`config.mk`:
```
export PLATFORM = sky130hd
export DESIGN_NAME = veda_dmem_arbiter
export DESIGN_NICKNAME = d
export VERILOG_FILES = /design/src/rtl/veda_pkg.sv /design/src/rtl/veda_rr_arb2.sv /design/src/rtl/veda_dmem_arbiter.sv
export SDC_FILE = /design/constraint.sdc
export NUM_CORES = 1
export LEC_CHECK = 0
export ABC_AREA = 0
export CAP_MARGIN = 20
export CORE_UTILIZATION = 44
export DETAILED_ROUTE_END_ITERATION = 8
export GPL_TIMING_DRIVEN = 0
export PLACE_DENSITY = 0.89
export SLEW_MARGIN = 20
export SYNTH_ARGS = -nofsm -noshare
export SYNTH_HDL_FRONTEND = slang
export SYNTH_SLANG_ARGS = --single-unit
```
`constraint.sdc`:
```
create_clock -name clk -period 4.5 [get_ports clk]
set_clock_uncertainty 0.1 [all_clocks]
set_input_delay 0.45 -clock clk [delete_from_list [all_inputs] [get_ports clk]]
set_output_delay 0.45 -clock clk [all_outputs]
set_load 0.005 [all_outputs]
```
`src/rtl/veda_pkg.sv`:
```
// veda_pkg: shared state encoding, memory-mode constants and default sizes for the VEDA data-memory arbiter
package veda_pkg;
    localparam int VEDA_ADDR_W = 9;
    localparam int VEDA_DATA_W = 32;
    localparam int VEDA_DEPTH = 100;
    localparam logic MEM_MODE_WRITE = 1'b0;
    localparam logic MEM_MODE_READ = 1'b1;
    typedef enum logic [1:0] {ST_IDLE, ST_ACCESS, ST_RESP} state_t;
endpackage

```
`src/rtl/veda_rr_arb2.sv`:
```
// veda_rr_arb2: two-requester picker, round-robin (ARB_MODE=0) or port-0 fixed priority (ARB_MODE=1)
module veda_rr_arb2 #(
    parameter int ARB_MODE = 0
) (
    input  logic       clk,
    input  logic       rst_n,
    input  logic       en,
    input  logic [1:0] req,
    output logic [1:0] win
);
    logic rr_last;
    // The pointer only moves on a tie; a lone requester always wins outright
    always_comb win = (req == 2'b11) ? ((ARB_MODE != 0 || rr_last) ? 2'b01 : 2'b10) : req;
    always_ff @(posedge clk or negedge rst_n) begin
        if (!rst_n) rr_last <= 1'b1;
        else if (en && req == 2'b11) rr_last <= win[1];
    end
endmodule

```
`src/rtl/veda_dmem_arbiter.sv`:
```
// veda_dmem_arbiter: shares the VEDA data-memory port between the core LSU (port 0) and loader/debug (port 1),
// one range-checked access at a time with a registered response to the winner.
module veda_dmem_arbiter
    import veda_pkg::*;
#(
    parameter int ADDR_W = VEDA_ADDR_W,
    parameter int DATA_W = VEDA_DATA_W,
    parameter int DEPTH = VEDA_DEPTH,
    parameter int ARB_MODE = 0
) (
    input  logic              clk,
    input  logic              rst_n,
    input  logic              p0_req,
    input  logic              p0_we,
    input  logic [ADDR_W-1:0] p0_addr,
    input  logic [DATA_W-1:0] p0_wdata,
    output logic              p0_gnt,
    output logic              p0_rvalid,
    output logic [DATA_W-1:0] p0_rdata,
    output logic              p0_err,
    input  logic              p1_req,
    input  logic              p1_we,
    input  logic [ADDR_W-1:0] p1_addr,
    input  logic [DATA_W-1:0] p1_wdata,
    output logic              p1_gnt,
    output logic              p1_rvalid,
    output logic [DATA_W-1:0] p1_rdata,
    output logic              p1_err,
    output logic              mem_w_en,
    output logic              mem_mode,
    output logic [ADDR_W-1:0] mem_address,
    output logic [DATA_W-1:0] mem_datain,
    input  logic [DATA_W-1:0] mem_dataout,
    output logic              busy
);
    state_t state, nxt;
    logic [1:0] win;
    logic go, wr, acc, s_we, s_ill, l_id, l_we, l_ill;
    logic [ADDR_W-1:0] s_addr;
    logic [DATA_W-1:0] s_wdata, rsp;

    veda_rr_arb2 #(.ARB_MODE(ARB_MODE)) u_arb (
        .clk(clk),
        .rst_n(rst_n),
        .en(state == ST_IDLE),
        .req({p1_req, p0_req}),
        .win(win)
    );

    always_comb begin
        go = state == ST_IDLE && (p0_req || p1_req);
        acc = state == ST_ACCESS;
        s_we = win[1] ? p1_we : p0_we;
        s_addr = win[1] ? p1_addr : p0_addr;
        s_wdata = win[1] ? p1_wdata : p0_wdata;
        s_ill = 32'(s_addr) >= DEPTH;
        wr = go && s_we && !s_ill;
        // A legal write echoes the data already parked on mem_datain
        rsp = l_ill ? '0 : l_we ? mem_datain : mem_dataout;
        nxt = acc ? ST_RESP : go ? ST_ACCESS : ST_IDLE;
        busy = state != ST_IDLE;
    end

    always_ff @(posedge clk or negedge rst_n) begin
        if (!rst_n) state <= ST_IDLE;
        else state <= nxt;
    end

    // Memory controls are set up on the grant edge so they are live for exactly the ACCESS cycle
    always_ff @(posedge clk or negedge rst_n) begin
        if (!rst_n) begin
            l_id <= 1'b0;
            l_we <= 1'b0;
            l_ill <= 1'b0;
            p0_gnt <= 1'b0;
            p1_gnt <= 1'b0;
            p0_rvalid <= 1'b0;
            p1_rvalid <= 1'b0;
            p0_err <= 1'b0;
            p1_err <= 1'b0;
            p0_rdata <= '0;
            p1_rdata <= '0;
            mem_w_en <= 1'b0;
            mem_mode <= MEM_MODE_READ;
            mem_address <= '0;
            mem_datain <= '0;
        end else begin
            p0_gnt <= go && win[0];
            p1_gnt <= go && win[1];
            mem_w_en <= wr;
            mem_mode <= wr ? MEM_MODE_WRITE : MEM_MODE_READ;
            p0_rvalid <= acc && !l_id;
            p1_rvalid <= acc && l_id;
            p0_err <= acc && !l_id && l_ill;
            p1_err <= acc && l_id && l_ill;
            p0_rdata <= (acc && !l_id) ? rsp : '0;
            p1_rdata <= (acc && l_id) ? rsp : '0;
            if (go) begin
                l_id <= win[1];
                l_we <= s_we;
                l_ill <= s_ill;
                mem_address <= s_addr;
            end
            if (wr) mem_datain <= s_wdata;
        end
    end
endmodule

```
==> impl_metrics.tcl <==
set metrics [dict create \
    fin_util 0.768 \
    cp-start-kind "flop" \
    dieWidth_um 107 \
    slowest_delay_ns 0.54 \
    drc 0 \
    synth-seq-cells 119 \
    dr.pass1.iters 4 \
    synth_warnings 0 \
    tightest_slew_ns 0.803 \
    grtUsageMet3 0.0942 \
    synth-xor-area-share 0.00182 \
    first_iter_violations 136 \
    cp.arrival_ns 2.99 \
    grt_max_degree 76 \
    timing.rr.end "mem_datain[9]$_DFFE_PN0P_" \
    rsz0062_at_grt "no" \
    worstSkewPairLatency_ns 0.52 \
    grt_pass1_wl_um 23200 \
    synth_mux_area_frac 0.237 \
    syn_area_um2 4820 \
    n_antenna_cell 0 \
    cts_tree "yes" \
    leakage_nw 3.46 \
    power.total_mw 4.80 \
    pre_cts_ws_ns 1.33 \
    fin_nets 738 \
    cap_violations 0 \
    max_freq_mhz 372 \
    fp.dieH_um 107 \
    routedWlPerCell_um 19.5 \
    holdWs_ns 0.311 \
    slowest_stage "or4_4" \
    crit_type "flop to flop" \
    hold_viol 0 \
    clk_path_buf_depth 2 \
    cts_buffers 17 \
    grt_use_met1 0.296 \
    synth-adder-area-share 0 \
    cts_sinks 119 \
    routed_wl_um 15000 \
    grt_overflow 0 \
    vias_per_cell 5.26 \
    start_util 0.461 \
    slew_headroom 0.465 \
    syn_inst 364 \
    via_count 4037 \
    grt_use_total 0.277 \
    peakVddDrop_mv 0.333 \
    grt_pass1_vias 4365 \
    ff2ff_path_depth 6 \
    fin_ws_ns 1.81 \
    worst-path-max-fanout 10 \
    cp.required_ns 4.80 \
    busiest_layer "met2" \
    ios 234 \
    drive_above_1_share 0.166 \
    antenna_found_initial 0 \
    finalCritPeriodShare 0.598 \
    gp_congestion 0.815 \
    htree_levels 4 \
    p_per_area_nw_per_um2 598 \
    path_clk_slew_ns 0.06 \
    port_buffers 233 \
    place_hpwl_um 10500 \
    syn_nets 484 \
    use_met2 0.494 \
    detail-route-antenna-nets 0 \
    synth_top_family_by_area "multiplexers" \
    crit_path_end_kind "flop" \
    finalSetupViolCount 0 \
    rows 37 \
    synth_compound_area_frac 0.0236 \
    yosys.area_share.simple 0.0885 \
    ys_seq_area_frac 0.618 \
    area_delta_synth_final_pct 66.7 \
    worstPathCellList "a21boi_1 -> buf_2 -> or4_4 -> a211oi_4 -> buf_6 -> mux2_2" \
    ys_types 27 \
    final_max_slew_viol_count 0 \
    reg2reg_from "u_arb.rr_last$_DFFE_PN1P_" \
    core_area_um2 10500 \
    min_path_type "input port to asynchronous set/reset pin" \
    status "completed" \
    root_buffer "clkbuf_8" \
    period_needed_ns 2.69 \
    fp.dieArea_um2 11400 \
    synth_area_leader_cell "dfrtp_1" \
    avgSynthCellArea_um2 13.3 \
    reg2reg_slack_ns 1.81 \
    synth.area.top_cells "dfrtp_1 61%, mux2_2 14%, mux2i_1 8.7%, nor3_1 6.6%, clkbuf_1 1.6%" \
    synth_top_area_share 0.607 \
]
layout by cell type (no fill, tap or decap), drive strengths merged, types with 2 or more instances in the layout:
master,instances
clkinv,4
dfstp,2
dfrtp,117
nor3,64
nand2,11
mux2i,42
bufinv,6
mux2,64
inv,7
clkdlybuf4s50,232
clkbuf,40
o21ai,12
buf,10
nand3,2
nor2,5
report_power, final:
part / internal [mW] / total, mW / switching, mW
Clock: 1.05 / 1.53 / 0.477
Combinational: 0.928 / 1.71 / 0.779
Sequential: 1.38 / 1.57 / 0.187
through the flow:
| step | cell area (um2) | setup TNS, ns | instances |
|---|---|---|---|
| 4_1_cts | 8040 | 0 | 767 |
| 3_5_place_dp | 7350 | 0 | 734 |
| 6_report | 8040 | 0 | 767 |
| 3_3_place_gp | 7330 | -168.42 | 733 |
| 2_1_floorplan | 4820 | 0 | 364 |
| 5_1_grt | 8040 | 0 | 767 |
per-layer routing:
layer / routed length, um / vias up
li1: - / 1797
met1: 5450 / 1983
met2: 7850 / 216
met3: 1250 / 41
met4: 444 / 0
met5: 0 / -
cells in the mapped netlist (all sizes together):
library cell,n
a211oi,1
a21boi,1
a21o,1
and2,1
and3,1
buf,8
clkbuf,20
dfrtp,117
dfstp,2
inv,6
mux2,64
mux2i,42
nand2,11
nand2b,1
nand3,2
nor2,5
nor2b,1
nor3,64
o21ai,12
o311a,1
o311ai,1
or4,1
xor2,1
cell families after synthesis:
family / Yosys count
AOI/OAI and AO/OA: 17
xor gates and xnor gates: 1
buffers and inverters: 34
DFF: 119
muxes: 106
and+or+nand+nor: 87
final cells by class:
cell class | count | area, um2
Clock buffer | 20 | 455
Clock inverter | 12 | 220
Inverter | 6 | 22.5
Tap cell | 136 | 170
Timing Repair Buffer | 235 | 2370
Fill cell | 659 | 2420
Buffer | 28 | 130
Multi-Input combinational cell | 211 | 1690
Sequential cell | 119 | 2980
sequential cells by signal, indices dropped and copies added, names as in the netlist:
signal	flops
p0_rdata	32
p0_err	1
p1_gnt	1
u_arb.rr_last	1
mem_mode	1
p1_rdata	32
p0_gnt	1
p1_rvalid	1
mem_w_en	1
mem_datain	32
l_id	1
l_ill	1
l_we	1
p1_err	1
mem_address	9
state	2
p0_rvalid	1
critical path: cells and delay by family (launching register included):
family | cells | cell delay (ns)
mux | 1 | 0.36
compound gates | 2 | 0.58
buf+inv | 2 | 0.46
flops | 1 | 0.53
simple gates | 1 | 0.54
worst max-delay path by stage:
stage,from,to,slack [ns]
6_report,u_arb.rr_last$_DFFE_PN1P_,mem_datain[9]$_DFFE_PN0P_,1.81
2_1_floorplan,u_arb.rr_last$_DFFE_PN1P_,mem_datain[10]$_DFFE_PN0P_,2.11
3_3_place_gp,rst_n,mem_datain[13]$_DFFE_PN0P_,-1.45
3_5_place_dp,p1_req,mem_datain[13]$_DFFE_PN0P_,1.33
5_1_grt,u_arb.rr_last$_DFFE_PN1P_,mem_datain[22]$_DFFE_PN0P_,1.70
4_1_cts,u_arb.rr_last$_DFFE_PN1P_,mem_datain[18]$_DFFE_PN0P_,1.78
timing repair:
item | 4_1_cts | 5_1_grt
setup endpoints to repair | 0 | 0
hold endpoints to repair | 43 | 0
setup buffers | 0 | 0
hold buffers | 1 | 0
resized for setup | 0 | 0
Power figures use the tool's default switching activity.
